File: config.mk
export PLATFORM = sky130hd
export DESIGN_NAME = multi_player_press_counter
export DESIGN_NICKNAME = d
export VERILOG_FILES = /design/src/rtl/multi_player_press_counter.sv
export SDC_FILE = /design/constraint.sdc
export NUM_CORES = 1
export LEC_CHECK = 0
export ABC_AREA = 0
export BUFFER_PORTS_ARGS = -buffer_cell sky130_fd_sc_hd__buf_2
export CAP_MARGIN = 10
export CORE_ASPECT_RATIO = 2
export CORE_UTILIZATION = 58
export CTS_CLUSTER_DIAMETER = 50
export DETAILED_ROUTE_END_ITERATION = 8
export PLACE_DENSITY = 0.78
export RECOVER_POWER = 25
export SKIP_LAST_GASP = 1
export SLEW_MARGIN = 20
export SYNTH_ARGS = -nofsm -noshare
export SYNTH_HDL_FRONTEND = slang
export SYNTH_SLANG_ARGS = --single-unit
File: constraint.sdc
create_clock -name clk -period 13 [get_ports clk]
set_clock_uncertainty 0.05 [all_clocks]
set_input_delay 0 -clock clk [delete_from_list [all_inputs] [get_ports clk]]
set_output_delay 0 -clock clk [all_outputs]
set_load 0.01 [all_outputs]
File: src/rtl/multi_player_press_counter.sv
// Button-press race for NUM_PLAYERS players over a timed round with a countdown bar.
// Per-player edge-counted, saturating counters with an equalize-to-leader request.
module multi_player_press_counter #(
  parameter int unsigned NUM_PLAYERS      = 4,
  parameter int unsigned COUNT_WIDTH      = 10,
  parameter int unsigned ROUND_SECONDS    = 10,
  parameter int unsigned TICKS_PER_SECOND = 50_000_000,
  localparam int unsigned IDX_W = ($clog2(NUM_PLAYERS) > 1) ? $clog2(NUM_PLAYERS) : 1,
  localparam int unsigned SEC_W = $clog2(ROUND_SECONDS + 1)
) (
  input  logic                               clk,
  input  logic                               rst,
  input  logic                               activator,
  input  logic [NUM_PLAYERS-1:0]             buttons,
  input  logic [NUM_PLAYERS-1:0]             equalizer,
  output logic [NUM_PLAYERS*COUNT_WIDTH-1:0] counts,
  output logic [ROUND_SECONDS-1:0]           indicator,
  output logic                               busy,
  output logic [IDX_W-1:0]                   winner,
  output logic                               winner_valid,
  output logic                               tie
);

  localparam int unsigned TICK_W =
      ($clog2(TICKS_PER_SECOND) > 1) ? $clog2(TICKS_PER_SECOND) : 1;
  localparam logic [COUNT_WIDTH-1:0] CntMax   = '1;
  localparam logic [TICK_W-1:0]      TickLast = TICK_W'(TICKS_PER_SECOND - 1);
  localparam logic [SEC_W-1:0]       SecInit  = SEC_W'(ROUND_SECONDS);

  typedef enum logic [1:0] {StIdle, StCounting, StResult} state_e;

  state_e                   state_q, state_d;
  logic [NUM_PLAYERS-1:0]   btn_q;
  logic [COUNT_WIDTH-1:0]   cnt_q [NUM_PLAYERS];
  logic [COUNT_WIDTH-1:0]   cnt_d [NUM_PLAYERS];
  logic [COUNT_WIDTH-1:0]   inc   [NUM_PLAYERS];
  logic [COUNT_WIDTH-1:0]   lead;
  logic [TICK_W-1:0]        tick_q, tick_d;
  logic [SEC_W-1:0]         sec_left_q, sec_left_d;
  logic [ROUND_SECONDS-1:0] indicator_q, indicator_d;
  logic                     busy_q;
  logic [NUM_PLAYERS-1:0]   press;
  logic                     tick_wrap;

  logic [COUNT_WIDTH-1:0]   max_val;
  logic [IDX_W-1:0]         win_idx;
  logic                     found;
  logic                     multi;

  assign press     = buttons & ~btn_q;
  assign tick_wrap = (tick_q == TickLast);

  // Post-press values and the leader they produce; equalize loads this same leader.
  always_comb begin
    lead = '0;
    for (int i = 0; i < NUM_PLAYERS; i++) begin
      inc[i] = (press[i] && (cnt_q[i] != CntMax)) ? cnt_q[i] + COUNT_WIDTH'(1) : cnt_q[i];
      if (inc[i] > lead) begin
        lead = inc[i];
      end
    end
  end

  always_comb begin
    state_d     = state_q;
    tick_d      = tick_q;
    sec_left_d  = sec_left_q;
    indicator_d = indicator_q;
    for (int i = 0; i < NUM_PLAYERS; i++) begin
      cnt_d[i] = cnt_q[i];
    end

    unique case (state_q)
      StIdle: begin
        if (activator) begin
          state_d = StCounting;
        end
      end
      StCounting: begin
        if (!activator) begin
          state_d = StIdle;
        end else begin
          for (int i = 0; i < NUM_PLAYERS; i++) begin
            cnt_d[i] = equalizer[i] ? lead : inc[i];
          end
          if (tick_wrap) begin
            tick_d     = '0;
            sec_left_d = sec_left_q - SEC_W'(1);
            for (int j = 0; j < ROUND_SECONDS; j++) begin
              if (SEC_W'(j + 1) == sec_left_q) begin
                indicator_d[j] = 1'b0;
              end
            end
            if (sec_left_q == SEC_W'(1)) begin
              state_d = StResult;
            end
          end else begin
            tick_d = tick_q + TICK_W'(1);
          end
        end
      end
      StResult: begin
        if (!activator) begin
          state_d = StIdle;
        end
      end
      default: state_d = StIdle;
    endcase

    // Entering or sitting in IDLE always presents a fresh round.
    if ((state_q == StIdle) || (state_d == StIdle)) begin
      tick_d      = '0;
      sec_left_d  = SecInit;
      indicator_d = '1;
      for (int i = 0; i < NUM_PLAYERS; i++) begin
        cnt_d[i] = '0;
      end
    end
  end

  always_ff @(posedge clk) begin
    if (rst) begin
      state_q     <= StIdle;
      btn_q       <= '0;
      tick_q      <= '0;
      sec_left_q  <= SecInit;
      indicator_q <= '1;
      busy_q      <= 1'b0;
      for (int i = 0; i < NUM_PLAYERS; i++) begin
        cnt_q[i] <= '0;
      end
    end else begin
      state_q     <= state_d;
      btn_q       <= buttons;
      tick_q      <= tick_d;
      sec_left_q  <= sec_left_d;
      indicator_q <= indicator_d;
      busy_q      <= (state_d == StCounting);
      for (int i = 0; i < NUM_PLAYERS; i++) begin
        cnt_q[i] <= cnt_d[i];
      end
    end
  end

  // Lowest index holding the maximum; multi flags a shared maximum.
  always_comb begin
    max_val = '0;
    win_idx = '0;
    found   = 1'b0;
    multi   = 1'b0;
    for (int i = 0; i < NUM_PLAYERS; i++) begin
      if (cnt_q[i] > max_val) begin
        max_val = cnt_q[i];
      end
    end
    for (int i = 0; i < NUM_PLAYERS; i++) begin
      if (cnt_q[i] == max_val) begin
        if (found) begin
          multi = 1'b1;
        end else begin
          win_idx = IDX_W'(i);
        end
        found = 1'b1;
      end
    end
  end

  genvar g;
  for (g = 0; g < NUM_PLAYERS; g++) begin : g_counts
    assign counts[g*COUNT_WIDTH +: COUNT_WIDTH] = cnt_q[g];
  end

  assign indicator    = indicator_q;
  assign busy         = busy_q;
  assign winner       = (state_q == StResult) ? win_idx : '0;
  assign winner_valid = (state_q == StResult) && !multi;
  assign tie          = (state_q == StResult) && multi;

endmodule
==> results of run 1 <==
-- timing repair --
item / in CTS / in global routing
hold buffers: 10 / 0
buffers inserted: 0 / 0
endpoints found under the hold margin: 6 / 0
-- kinds of logic after synthesis --
family | count (synthesis)
buffers and inverters | 109
DFF | 87
and+or+nand+nor | 356
xor gates and xnor gates | 90
AOI/OAI and AO/OA | 238
muxes | 31
adders and majority gates | 71
-- synthesized netlist by cell type (10+ instances only) --
library cell	count	share of area, %
sky130_fd_sc_hd__o221ai_1	14	1.6
sky130_fd_sc_hd__a21oi_1	38	2.5
sky130_fd_sc_hd__clkbuf_1	37	1.8
sky130_fd_sc_hd__nor3_1	23	1.5
sky130_fd_sc_hd__xnor2_1	57	6.5
sky130_fd_sc_hd__inv_1	58	2.8
sky130_fd_sc_hd__a21o_1	12	1.2
sky130_fd_sc_hd__mux2_2	12	1.8
sky130_fd_sc_hd__nor2b_1	12	0.97
sky130_fd_sc_hd__nand3_1	38	2.5
sky130_fd_sc_hd__nor2_1	86	4.2
sky130_fd_sc_hd__ha_1	71	12
sky130_fd_sc_hd__nand2_1	94	4.6
sky130_fd_sc_hd__dfxtp_1	87	23
sky130_fd_sc_hd__nand4_1	26	2.1
sky130_fd_sc_hd__a32oi_1	14	1.6
sky130_fd_sc_hd__mux2i_1	16	2.1
sky130_fd_sc_hd__o21ai_0	53	3.4
sky130_fd_sc_hd__xor2_1	33	3.8
sky130_fd_sc_hd__o21a_1	10	0.97
sky130_fd_sc_hd__a211oi_1	11	1.1
-- metrics by stage --
stage	util, %	instances	setup slack [ns]	hold WS [ns]	area (um^2)
floorplan	-	982	5.193	0.02161	7701
global placement	62.03	1156	4.303	0.1741	8059
detailed placement	62.06	1156	4.280	0.1856	8063
CTS	65.01	1181	4.228	0.03149	8447
global route	64.69	1181	3.539	0.06391	8404
finish	64.69	1181	3.926	0.03929	8404
-- placed cells by master (no fill, tap or decap), types with 9 or more instances in the layout --
master,n
sky130_fd_sc_hd__a21oi_1,38
sky130_fd_sc_hd__dfxtp_1,87
sky130_fd_sc_hd__nor2_1,84
sky130_fd_sc_hd__nor2b_1,12
sky130_fd_sc_hd__o21ai_1,9
sky130_fd_sc_hd__clkbuf_16,9
sky130_fd_sc_hd__clkbuf_1,34
sky130_fd_sc_hd__nor3_1,23
sky130_fd_sc_hd__dlygate4sd3_1,10
sky130_fd_sc_hd__ha_1,71
sky130_fd_sc_hd__xnor2_1,57
sky130_fd_sc_hd__a21o_1,12
sky130_fd_sc_hd__nand4_1,26
sky130_fd_sc_hd__a32oi_1,14
sky130_fd_sc_hd__xor2_1,33
sky130_fd_sc_hd__o21ai_0,52
sky130_fd_sc_hd__and3_1,9
sky130_fd_sc_hd__a211oi_1,11
sky130_fd_sc_hd__mux2i_1,16
sky130_fd_sc_hd__nand2_1,94
sky130_fd_sc_hd__nand3_1,38
sky130_fd_sc_hd__o211ai_1,9
sky130_fd_sc_hd__mux2_2,12
sky130_fd_sc_hd__o21a_1,10
sky130_fd_sc_hd__o221ai_1,14
sky130_fd_sc_hd__inv_1,58
sky130_fd_sc_hd__buf_2,32
-- state kept, by name, indices dropped and copies added (netlist names) --
| name | count |
|---|---|
| busy | 1 |
| btn_q | 4 |
| tick_q | 26 |
| state_q | 2 |
| sec_left_q | 4 |
| cnt_q | 40 |
| indicator | 10 |
-- per-layer routing --
metal | share of wire, % | vias up | GRT usage, %
met5 | 0 | - | 0
met4 | 11 | 0 | 39.37
met3 | 6.8 | 165 | 6.997
met2 | 49 | 427 | 67.25
met1 | 33 | 3617 | 37.10
li1 | - | 3673 | -
-- critical path: cells and delay by family (launching register included) --
kind | cells | cell delay [ns]
AOI/OAI and AO/OA | 18 | 3.13
adders and majority gates | 3 | 0.98
buffers and inverters | 3 | 0.58
DFF | 1 | 0.60
muxes | 4 | 1.76
and+or+nand+nor | 7 | 1.87
-- report_power, final --
part           leakage [uW]  internal [uW]  switching, uW
logic               0.00249           53.8           99.3
clock network      0.000140            143            104
registers          0.000703            268           1.36
-- cell type report --
cell class / instances / area (um^2)
clock buffer: 12 / 266.5
clock inverter: 3 / 17.52
fill: 1208 / 4588
inverter: 60 / 225.2
multi-input combinational: 786 / 5538
sequential: 87 / 1742
tap: 152 / 190.2
timing repair buffer: 81 / 425.4
-- worst paths after layout --
kind                             start                   endpoint  slack, ns  depth (start not counted)
max reg2reg   cnt_q[0][6]$_SDFFE_PP0P_   cnt_q[3][3]$_SDFFE_PP0P_       3.93                         35
min                       equalizer[1]   cnt_q[1][0]$_SDFFE_PP0P_       0.04                          3
max           cnt_q[0][6]$_SDFFE_PP0P_   cnt_q[3][3]$_SDFFE_PP0P_       3.93                         35
min reg2reg  indicator[6]$_SDFFE_PP1P_  indicator[6]$_SDFFE_PP1P_       0.39                          2
==> flow_summary.html, run 1 <==
<table>
<tr><th>Metric</th><th>Value</th></tr>
<tr><th colspan="2">Detailed routing</th></tr>
<tr><td>Total DRC errors in the routed layout</td><td>0</td></tr>
<tr><td>First DRT Iteration DRCs</td><td>717</td></tr>
<tr><td>Drt wl/cell</td><td>22.46 um</td></tr>
<tr><td>Routed vias</td><td>7882</td></tr>
<tr><td>Final WL</td><td>26530 um</td></tr>
<tr><td>First drt pass iteration count</td><td>6</td></tr>
<tr><td>Mean number of vias per cell</td><td>6.674</td></tr>
<tr><td>Post-detailed-route count of antenna-violating nets</td><td>0</td></tr>
<tr><th colspan="2">Floorplanning</th></tr>
<tr><td>Initial Util</td><td>59.27%</td></tr>
<tr><td>FP Rows</td><td>59</td></tr>
<tr><td>Die area</td><td>13770 um^2</td></tr>
<tr><td>Height of the die</td><td>165.0 um</td></tr>
<tr><td>Area of the core</td><td>12990 um^2</td></tr>
<tr><td>Count of pins on the block boundary</td><td>66</td></tr>
<tr><td>Horizontal die dimension</td><td>83.48 um</td></tr>
<tr><th colspan="2">Yosys</th></tr>
<tr><td>Post-Syn Area per Cell</td><td>7.842 um^2</td></tr>
<tr><td>Number of flops mapped to enable cells by yosys</td><td>0</td></tr>
<tr><td>Number of instances in the synthesized netlist</td><td>982</td></tr>
<tr><td>Parity-gate share of the synthesized area counting xor and xnor cells</td><td>10.24%</td></tr>
<tr><td>Dominant combinational cell family by area after synthesis</td><td>simple AND/OR/NAND/NOR gates</td></tr>
<tr><td>Number of nets produced by synthesis</td><td>1064</td></tr>
<tr><td>Primary FF master, synth</td><td>sky130_fd_sc_hd__dfxtp_1</td></tr>
<tr><td>Arithmetic-cell share of the synthesized area counting full adders, half adders and majority gates</td><td>11.54%</td></tr>
<tr><td>Fraction of the yosys area taken by sequential cells</td><td>22.62%</td></tr>
<tr><td>Basic-gate share of the synthesized area counting and, or, nand and nor cells</td><td>23.43%</td></tr>
<tr><td>Post-synth ARST share</td><td>0%</td></tr>
<tr><td>Complex-gate fraction of the synthesized area</td><td>22.10%</td></tr>
<tr><td>Netlist area before placement</td><td>7701 um^2</td></tr>
<tr><td>Multiplexer share of the synthesized area</td><td>4.500%</td></tr>
<tr><td>Unique cell type count in the Yosys netlist</td><td>82</td></tr>
<tr><td>Number of synthesized register bits</td><td>87</td></tr>
<tr><td>Yosys warnings</td><td>0</td></tr>
<tr><th colspan="2">Timing</th></tr>
<tr><td>Summed negative setup slack over all endpoints</td><td>0 ns</td></tr>
<tr><td>Number of endpoints with negative hold slack in the final report</td><td>0</td></tr>
<tr><td>Period utilization</td><td>69.80%</td></tr>
<tr><td>Tightest Pin Transition</td><td>0.9713 ns</td></tr>
<tr><td>Finish-stage setup viols</td><td>0</td></tr>
<tr><td>Slew Limit Fails</td><td>0</td></tr>
<tr><td>Minimum period implied by the final worst setup slack</td><td>9.074 ns</td></tr>
<tr><td>Fmax achieved</td><td>0.1102 GHz</td></tr>
<tr><td>Worst slew margin relative to its limit</td><td>34.75%</td></tr>
<tr><td>Setup repair after global routing missed its margin</td><td>no</td></tr>
<tr><th colspan="2">Placement</th></tr>
<tr><td># port buffers</td><td>65</td></tr>
<tr><td>Post-DP HPWL</td><td>20370 um</td></tr>
<tr><td>Routability congestion estimate from global placement</td><td>1.027</td></tr>
<tr><th colspan="2">Pwr</th></tr>
<tr><td>Pwr Density</td><td>79.70 nW/um^2</td></tr>
<tr><td>Peak supply drop</td><td>0.0001770 V</td></tr>
<tr><td>Static leakage</td><td>0.003335 uW</td></tr>
<tr><td>Power after layout</td><td>669.8 uW</td></tr>
<tr><th colspan="2">Status</th></tr>
<tr><td>Status</td><td>finished clean</td></tr>
<tr><th colspan="2">Global route</th></tr>
<tr><td>First-pass GRT wire length</td><td>40880 um</td></tr>
<tr><td>Vias in the first global route</td><td>7783</td></tr>
<tr><td>Aggregate global-route resource usage</td><td>38.56%</td></tr>
<tr><td>Initial antenna violation count</td><td>0</td></tr>
<tr><td>Maximum number of pins on one net before global-route repair</td><td>32</td></tr>
<tr><td>Global route total overflow</td><td>0</td></tr>
<tr><th colspan="2">Clocking</th></tr>
<tr><td>TritonCTS clock tree</td><td>built</td></tr>
<tr><td>Maximum buffer depth of the clock tree</td><td>2</td></tr>
<tr><td>CTS H-tree lvls</td><td>3</td></tr>
<tr><td>Worst-skew pair later-pin latency</td><td>0.34 ns</td></tr>
<tr><td># clock sinks</td><td>87</td></tr>
<tr><td>Cts bufs inserted</td><td>9</td></tr>
<tr><td>Post-cts gate resize count</td><td>0</td></tr>
<tr><td>Library cell used as clock root buffer</td><td>sky130_fd_sc_hd__clkbuf_16</td></tr>
<tr><td>Clk pin slew, worst setup/hold paths</td><td>0.06 ns</td></tr>
<tr><th colspan="2">Min path</th></tr>
<tr><td>Path class of the lowest-slack min-delay path</td><td>primary input to register</td></tr>
<tr><th colspan="2">Layout</th></tr>
<tr><td>Layout cells sized above 1</td><td>9.718%</td></tr>
<tr><td>Number of nets in the finished design</td><td>1107</td></tr>
<tr><td>Area delta synth-&gt;final</td><td>9.131%</td></tr>
<tr><td>Total inserted antenna cells</td><td>0</td></tr>
<tr><th colspan="2">Worst setup path</th></tr>
<tr><td>Required time reported for the critical path endpoint</td><td>13.23 ns</td></tr>
<tr><td>Type of the worst setup path</td><td>register to register</td></tr>
<tr><td>Critical-path cell with the highest stage delay</td><td>sky130_fd_sc_hd__dfxtp_1</td></tr>
<tr><td>Worst-path fanout max</td><td>16</td></tr>
<tr><td>Data arrival time at the worst-slack endpoint</td><td>9.30 ns</td></tr>
<tr><td>Worst setup EP type</td><td>register</td></tr>
<tr><td>Most prevalent standard cell on the critical path</td><td>sky130_fd_sc_hd__o21a_1</td></tr>
<tr><td>Critical Path Max Stage Delay</td><td>0.60 ns</td></tr>
<tr><td>Startpoint Class</td><td>register</td></tr>
<tr><th colspan="2">Flow run</th></tr>
<tr><td>Max-capacitance violation count</td><td>0</td></tr>
</table>
(Power assumes the default switching activity.)
==> inputs of run 2 (changes only) <==
--- a/config.mk
+++ b/config.mk
@@ -5,7 +5,7 @@
 export SDC_FILE = /design/constraint.sdc
 export NUM_CORES = 1
 export LEC_CHECK = 0
-export ABC_AREA = 0
+export ABC_AREA = 1
 export BUFFER_PORTS_ARGS = -buffer_cell sky130_fd_sc_hd__buf_2
 export CAP_MARGIN = 10
 export CORE_ASPECT_RATIO = 2
==> constraint.sdc (replaced) <==
create_clock -name clk -period 9.3 [get_ports clk]
set_clock_uncertainty 0.05 [all_clocks]
set_input_delay 0 -clock clk [delete_from_list [all_inputs] [get_ports clk]]
set_output_delay 0 -clock clk [all_outputs]
set_load 0.01 [all_outputs]
==> run 2 against run 1 <==
  * Sequential share of layout area decreased by 1.5 points
  * Global-route usage grew 9.0 points
  * Final cell count grew 34%
  * Total power grew 95%
  * Utilization increased by 0.072 points
  * Routed wire length increased by 26%
==> flow_summary.html, run 2 <==
<table>
<tr><th>Metric</th><th>Value</th></tr>
<tr><th colspan="2">Detailed routing</th></tr>
<tr><td>Drt wl/cell</td><td>21.24 um</td></tr>
<tr><td>Post-detailed-route count of antenna-violating nets</td><td>0</td></tr>
<tr><td>First drt pass iteration count</td><td>6</td></tr>
<tr><td>Routed vias</td><td>9484</td></tr>
<tr><td>First DRT Iteration DRCs</td><td>919</td></tr>
<tr><td>Final WL</td><td>33500 um</td></tr>
<tr><td>Mean number of vias per cell</td><td>6.014</td></tr>
<tr><td>Total DRC errors in the routed layout</td><td>0</td></tr>
<tr><th colspan="2">Min path</th></tr>
<tr><td>Path class of the lowest-slack min-delay path</td><td>primary input to register</td></tr>
<tr><th colspan="2">Placement</th></tr>
<tr><td>Post-DP HPWL</td><td>24680 um</td></tr>
<tr><td>Cells after DPL</td><td>1551</td></tr>
<tr><td>Post-Place Setup Slack</td><td>1.856 ns</td></tr>
<tr><td># port buffers</td><td>65</td></tr>
<tr><td>Routability congestion estimate from global placement</td><td>1.072</td></tr>
<tr><td>Post-place instance area</td><td>8710 um^2</td></tr>
<tr><th colspan="2">Worst setup path</th></tr>
<tr><td>Startpoint Class</td><td>register</td></tr>
<tr><td>Worst setup EP type</td><td>register</td></tr>
<tr><td>Critical Path Max Stage Delay</td><td>0.70 ns</td></tr>
<tr><td>Required time reported for the critical path endpoint</td><td>9.47 ns</td></tr>
<tr><td>Critical-path cell with the highest stage delay</td><td>sky130_fd_sc_hd__dfxtp_1</td></tr>
<tr><td>Data arrival time at the worst-slack endpoint</td><td>8.07 ns</td></tr>
<tr><td>Worst-path fanout max</td><td>15</td></tr>
<tr><td>Most prevalent standard cell on the critical path</td><td>sky130_fd_sc_hd__nand2_1</td></tr>
<tr><td>Type of the worst setup path</td><td>register to register</td></tr>
<tr><th colspan="2">Timing</th></tr>
<tr><td>Period utilization</td><td>84.98%</td></tr>
<tr><td>Tightest Pin Transition</td><td>0.9733 ns</td></tr>
<tr><td>Finish-stage setup viols</td><td>0</td></tr>
<tr><td>Final Worst Setup Slack</td><td>1.397 ns</td></tr>
<tr><td>Setup repair after global routing missed its margin</td><td>no</td></tr>
<tr><td>Summed negative setup slack over all endpoints</td><td>0 ns</td></tr>
<tr><td>Worst slew margin relative to its limit</td><td>34.87%</td></tr>
<tr><td>Minimum period implied by the final worst setup slack</td><td>7.903 ns</td></tr>
<tr><td>Fmax achieved</td><td>0.1265 GHz</td></tr>
<tr><td>Final Hold Slack</td><td>0.08108 ns</td></tr>
<tr><td>Number of endpoints with negative hold slack in the final report</td><td>0</td></tr>
<tr><td>Slew Limit Fails</td><td>0</td></tr>
<tr><th colspan="2">Floorplanning</th></tr>
<tr><td>Height of the die</td><td>171.2 um</td></tr>
<tr><td>Die area</td><td>14830 um^2</td></tr>
<tr><td>FP Rows</td><td>61</td></tr>
<tr><td>Area of the core</td><td>13970 um^2</td></tr>
<tr><td>Initial Util</td><td>59.46%</td></tr>
<tr><td>Count of pins on the block boundary</td><td>66</td></tr>
<tr><td>Horizontal die dimension</td><td>86.61 um</td></tr>
<tr><th colspan="2">Yosys</th></tr>
<tr><td>Netlist area before placement</td><td>8304 um^2</td></tr>
<tr><td>Most frequent cell after synthesis</td><td>sky130_fd_sc_hd__nand2_1</td></tr>
<tr><td>Primary FF master, synth</td><td>sky130_fd_sc_hd__dfxtp_1</td></tr>
<tr><td>Number of flops mapped to enable cells by yosys</td><td>0</td></tr>
<tr><td>Area fraction of the dominant cell type after synthesis</td><td>20.97%</td></tr>
<tr><td>Most used standard cells in the synthesized netlist</td><td>sky130_fd_sc_hd__nand2_1 (365), sky130_fd_sc_hd__nand3_1 (189), sky130_fd_sc_hd__inv_1 (153)</td></tr>
<tr><td>Yosys warnings</td><td>0</td></tr>
<tr><td>Post-Syn Area per Cell</td><td>6.244 um^2</td></tr>
<tr><td>Unique cell type count in the Yosys netlist</td><td>55</td></tr>
<tr><td>Number of instances in the synthesized netlist</td><td>1330</td></tr>
<tr><td>Top cells by area in the synthesized netlist</td><td>sky130_fd_sc_hd__dfxtp_1 (21%), sky130_fd_sc_hd__nand2_1 (16%), sky130_fd_sc_hd__nand3_1 (11%), sky130_fd_sc_hd__ha_1 (11%), sky130_fd_sc_hd__inv_1 (6.9%)</td></tr>
<tr><td>Cell type contributing the most total cell area after synthesis</td><td>sky130_fd_sc_hd__dfxtp_1</td></tr>
<tr><td>Number of nets produced by synthesis</td><td>1412</td></tr>
<tr><td>Post-synth ARST share</td><td>0%</td></tr>
<tr><td>Fraction of the yosys area taken by sequential cells</td><td>20.97%</td></tr>
<tr><td>Number of synthesized register bits</td><td>87</td></tr>
<tr><th colspan="2">Layout</th></tr>
<tr><td>Register with the most flip-flops</td><td>cnt_q</td></tr>
<tr><td>Total inserted antenna cells</td><td>0</td></tr>
<tr><td>Area delta synth-&gt;final</td><td>8.920%</td></tr>
<tr><td>Most used cells in the layout excluding fill and tap cells</td><td>sky130_fd_sc_hd__nand2_1 (365), sky130_fd_sc_hd__nand3_1 (189), sky130_fd_sc_hd__inv_1 (153)</td></tr>
<tr><td>Number of cells in the finished layout apart from fillers</td><td>1577</td></tr>
<tr><td>Layout cells sized above 1</td><td>10.88%</td></tr>
<tr><td>Number of nets in the finished design</td><td>1465</td></tr>
<tr><td>Post-route cell area</td><td>9045 um^2</td></tr>
<tr><td>Most common cell after layout, fill and taps aside</td><td>sky130_fd_sc_hd__nand2_1</td></tr>
<tr><td>Flip-flop count of the largest register after layout</td><td>40</td></tr>
<tr><th colspan="2">Clocking</th></tr>
<tr><td>TritonCTS clock tree</td><td>built</td></tr>
<tr><td>Maximum buffer depth of the clock tree</td><td>2</td></tr>
<tr><td>Cts bufs inserted</td><td>9</td></tr>
<tr><td>Worst-skew pair later-pin latency</td><td>0.36 ns</td></tr>
<tr><td>CTS H-tree lvls</td><td>3</td></tr>
<tr><td>Library cell used as clock root buffer</td><td>sky130_fd_sc_hd__clkbuf_16</td></tr>
<tr><td>Clk pin slew, worst setup/hold paths</td><td>0.06 ns</td></tr>
<tr><td># clock sinks</td><td>87</td></tr>
<tr><th colspan="2">Global route</th></tr>
<tr><td>First-pass GRT wire length</td><td>51380 um</td></tr>
<tr><td>Maximum number of pins on one net before global-route repair</td><td>67</td></tr>
<tr><td>Aggregate global-route resource usage</td><td>47.59%</td></tr>
<tr><td>Initial antenna violation count</td><td>0</td></tr>
<tr><td>Global route total overflow</td><td>0</td></tr>
<tr><td>Vias in the first global route</td><td>9155</td></tr>
<tr><th colspan="2">Status</th></tr>
<tr><td>Status</td><td>finished clean</td></tr>
<tr><th colspan="2">Pwr</th></tr>
<tr><td>Peak supply drop</td><td>0.0001362 V</td></tr>
<tr><td>Static leakage</td><td>0.004102 uW</td></tr>
<tr><td>Pwr Density</td><td>144.7 nW/um^2</td></tr>
<tr><th colspan="2">Flow run</th></tr>
<tr><td>Max-capacitance violation count</td><td>0</td></tr>
</table>
[run 2: cell types whose count changed in the layout (fill, tap and decap cells not counted), moves of 12 or more]
cell / previous run / this run
sky130_fd_sc_hd__xnor2_1: 57 / 1
sky130_fd_sc_hd__mux2_2: 12 / 0
sky130_fd_sc_hd__nand2_1: 94 / 365
sky130_fd_sc_hd__o221ai_1: 14 / 0
sky130_fd_sc_hd__a32oi_1: 14 / 0
sky130_fd_sc_hd__mux2i_1: 16 / 0
sky130_fd_sc_hd__nand2_2: 0 / 20
sky130_fd_sc_hd__inv_1: 58 / 153
sky130_fd_sc_hd__o21ai_0: 52 / 29
sky130_fd_sc_hd__nand3_2: 0 / 17
sky130_fd_sc_hd__a21oi_1: 38 / 95
sky130_fd_sc_hd__inv_2: 1 / 19
sky130_fd_sc_hd__nand3_1: 38 / 189
sky130_fd_sc_hd__nor2b_1: 12 / 0
[run 2: worst paths after layout]
path / start / to / slack, ns / cells after the start
setup / recovery: cnt_q[1][3]$_SDFFE_PP0P_ / cnt_q[0][5]$_SDFFE_PP0P_ / 1.40 / 36
hold reg to reg: tick_q[5]$_SDFFE_PP0P_ / tick_q[5]$_SDFFE_PP0P_ / 0.40 / 2
setup reg to reg: cnt_q[1][3]$_SDFFE_PP0P_ / cnt_q[0][5]$_SDFFE_PP0P_ / 1.40 / 36
hold / removal: equalizer[3] / cnt_q[3][5]$_SDFFE_PP0P_ / 0.08 / 4
[run 2: per-stage QoR]
step | util (%) | total power, uW
detailed placement | 62.36 | 925.6
floorplan | - | 787.3
CTS | 65.06 | 1267
global route | 64.76 | 1379
global placement | 62.36 | 923.5
finish | 64.76 | 1309
[run 2: what timing repair did]
item,4_1_cts,5_1_grt
hold endpoints to repair,7,0
resized for setup,0,0
setup buffers,0,0
hold buffers,10,0
[run 2: cell families (layout without fill, tap and decap cells)]
kind of cell / after synthesis / in the layout / share of synthesized area [%]
xor gates and xnor gates: 37 / 37 / 4.309
and+or+nand+nor: 751 / 751 / 41.78
AOI/OAI and AO/OA: 174 / 174 / 12.05
buffers and inverters: 210 / 268 / 10.19
DFF: 87 / 87 / 20.97
adders and majority gates: 71 / 71 / 10.70
[run 2: critical path, delay by kind of cell (launching register included)]
kind	cells	cell delay, ns
AOI/OAI and AO/OA	8	1.29
DFF	1	0.70
buffers and inverters	6	1.23
adders and majority gates	3	0.87
and+or+nand+nor	19	3.59
[run 2: cell type report]
cell class,instances,area [um^2]
multi-input combinational,1033,5728
fill,1408,4922
sequential,87,1742
inverter,174,655.6
timing repair buffer,78,405.4
clock buffer,13,260.3
tap,189,236.5
clock inverter,3,17.52
[run 2: where the power goes]
group | internal, uW | total [uW] | switching (uW)
sequential | 374 | 376 | 1.94
clock | 195 | 350 | 155
combinational | 156 | 582 | 426
[run 2: routing by layer]
metal  wire [um]  vias up  GRT usage, %
li1            -     4466             -
met4        3795        0         45.36
met5           0        -             0
met2       15940      487         77.36
met1       10480     4322         45.44
met3        3286      209         17.42
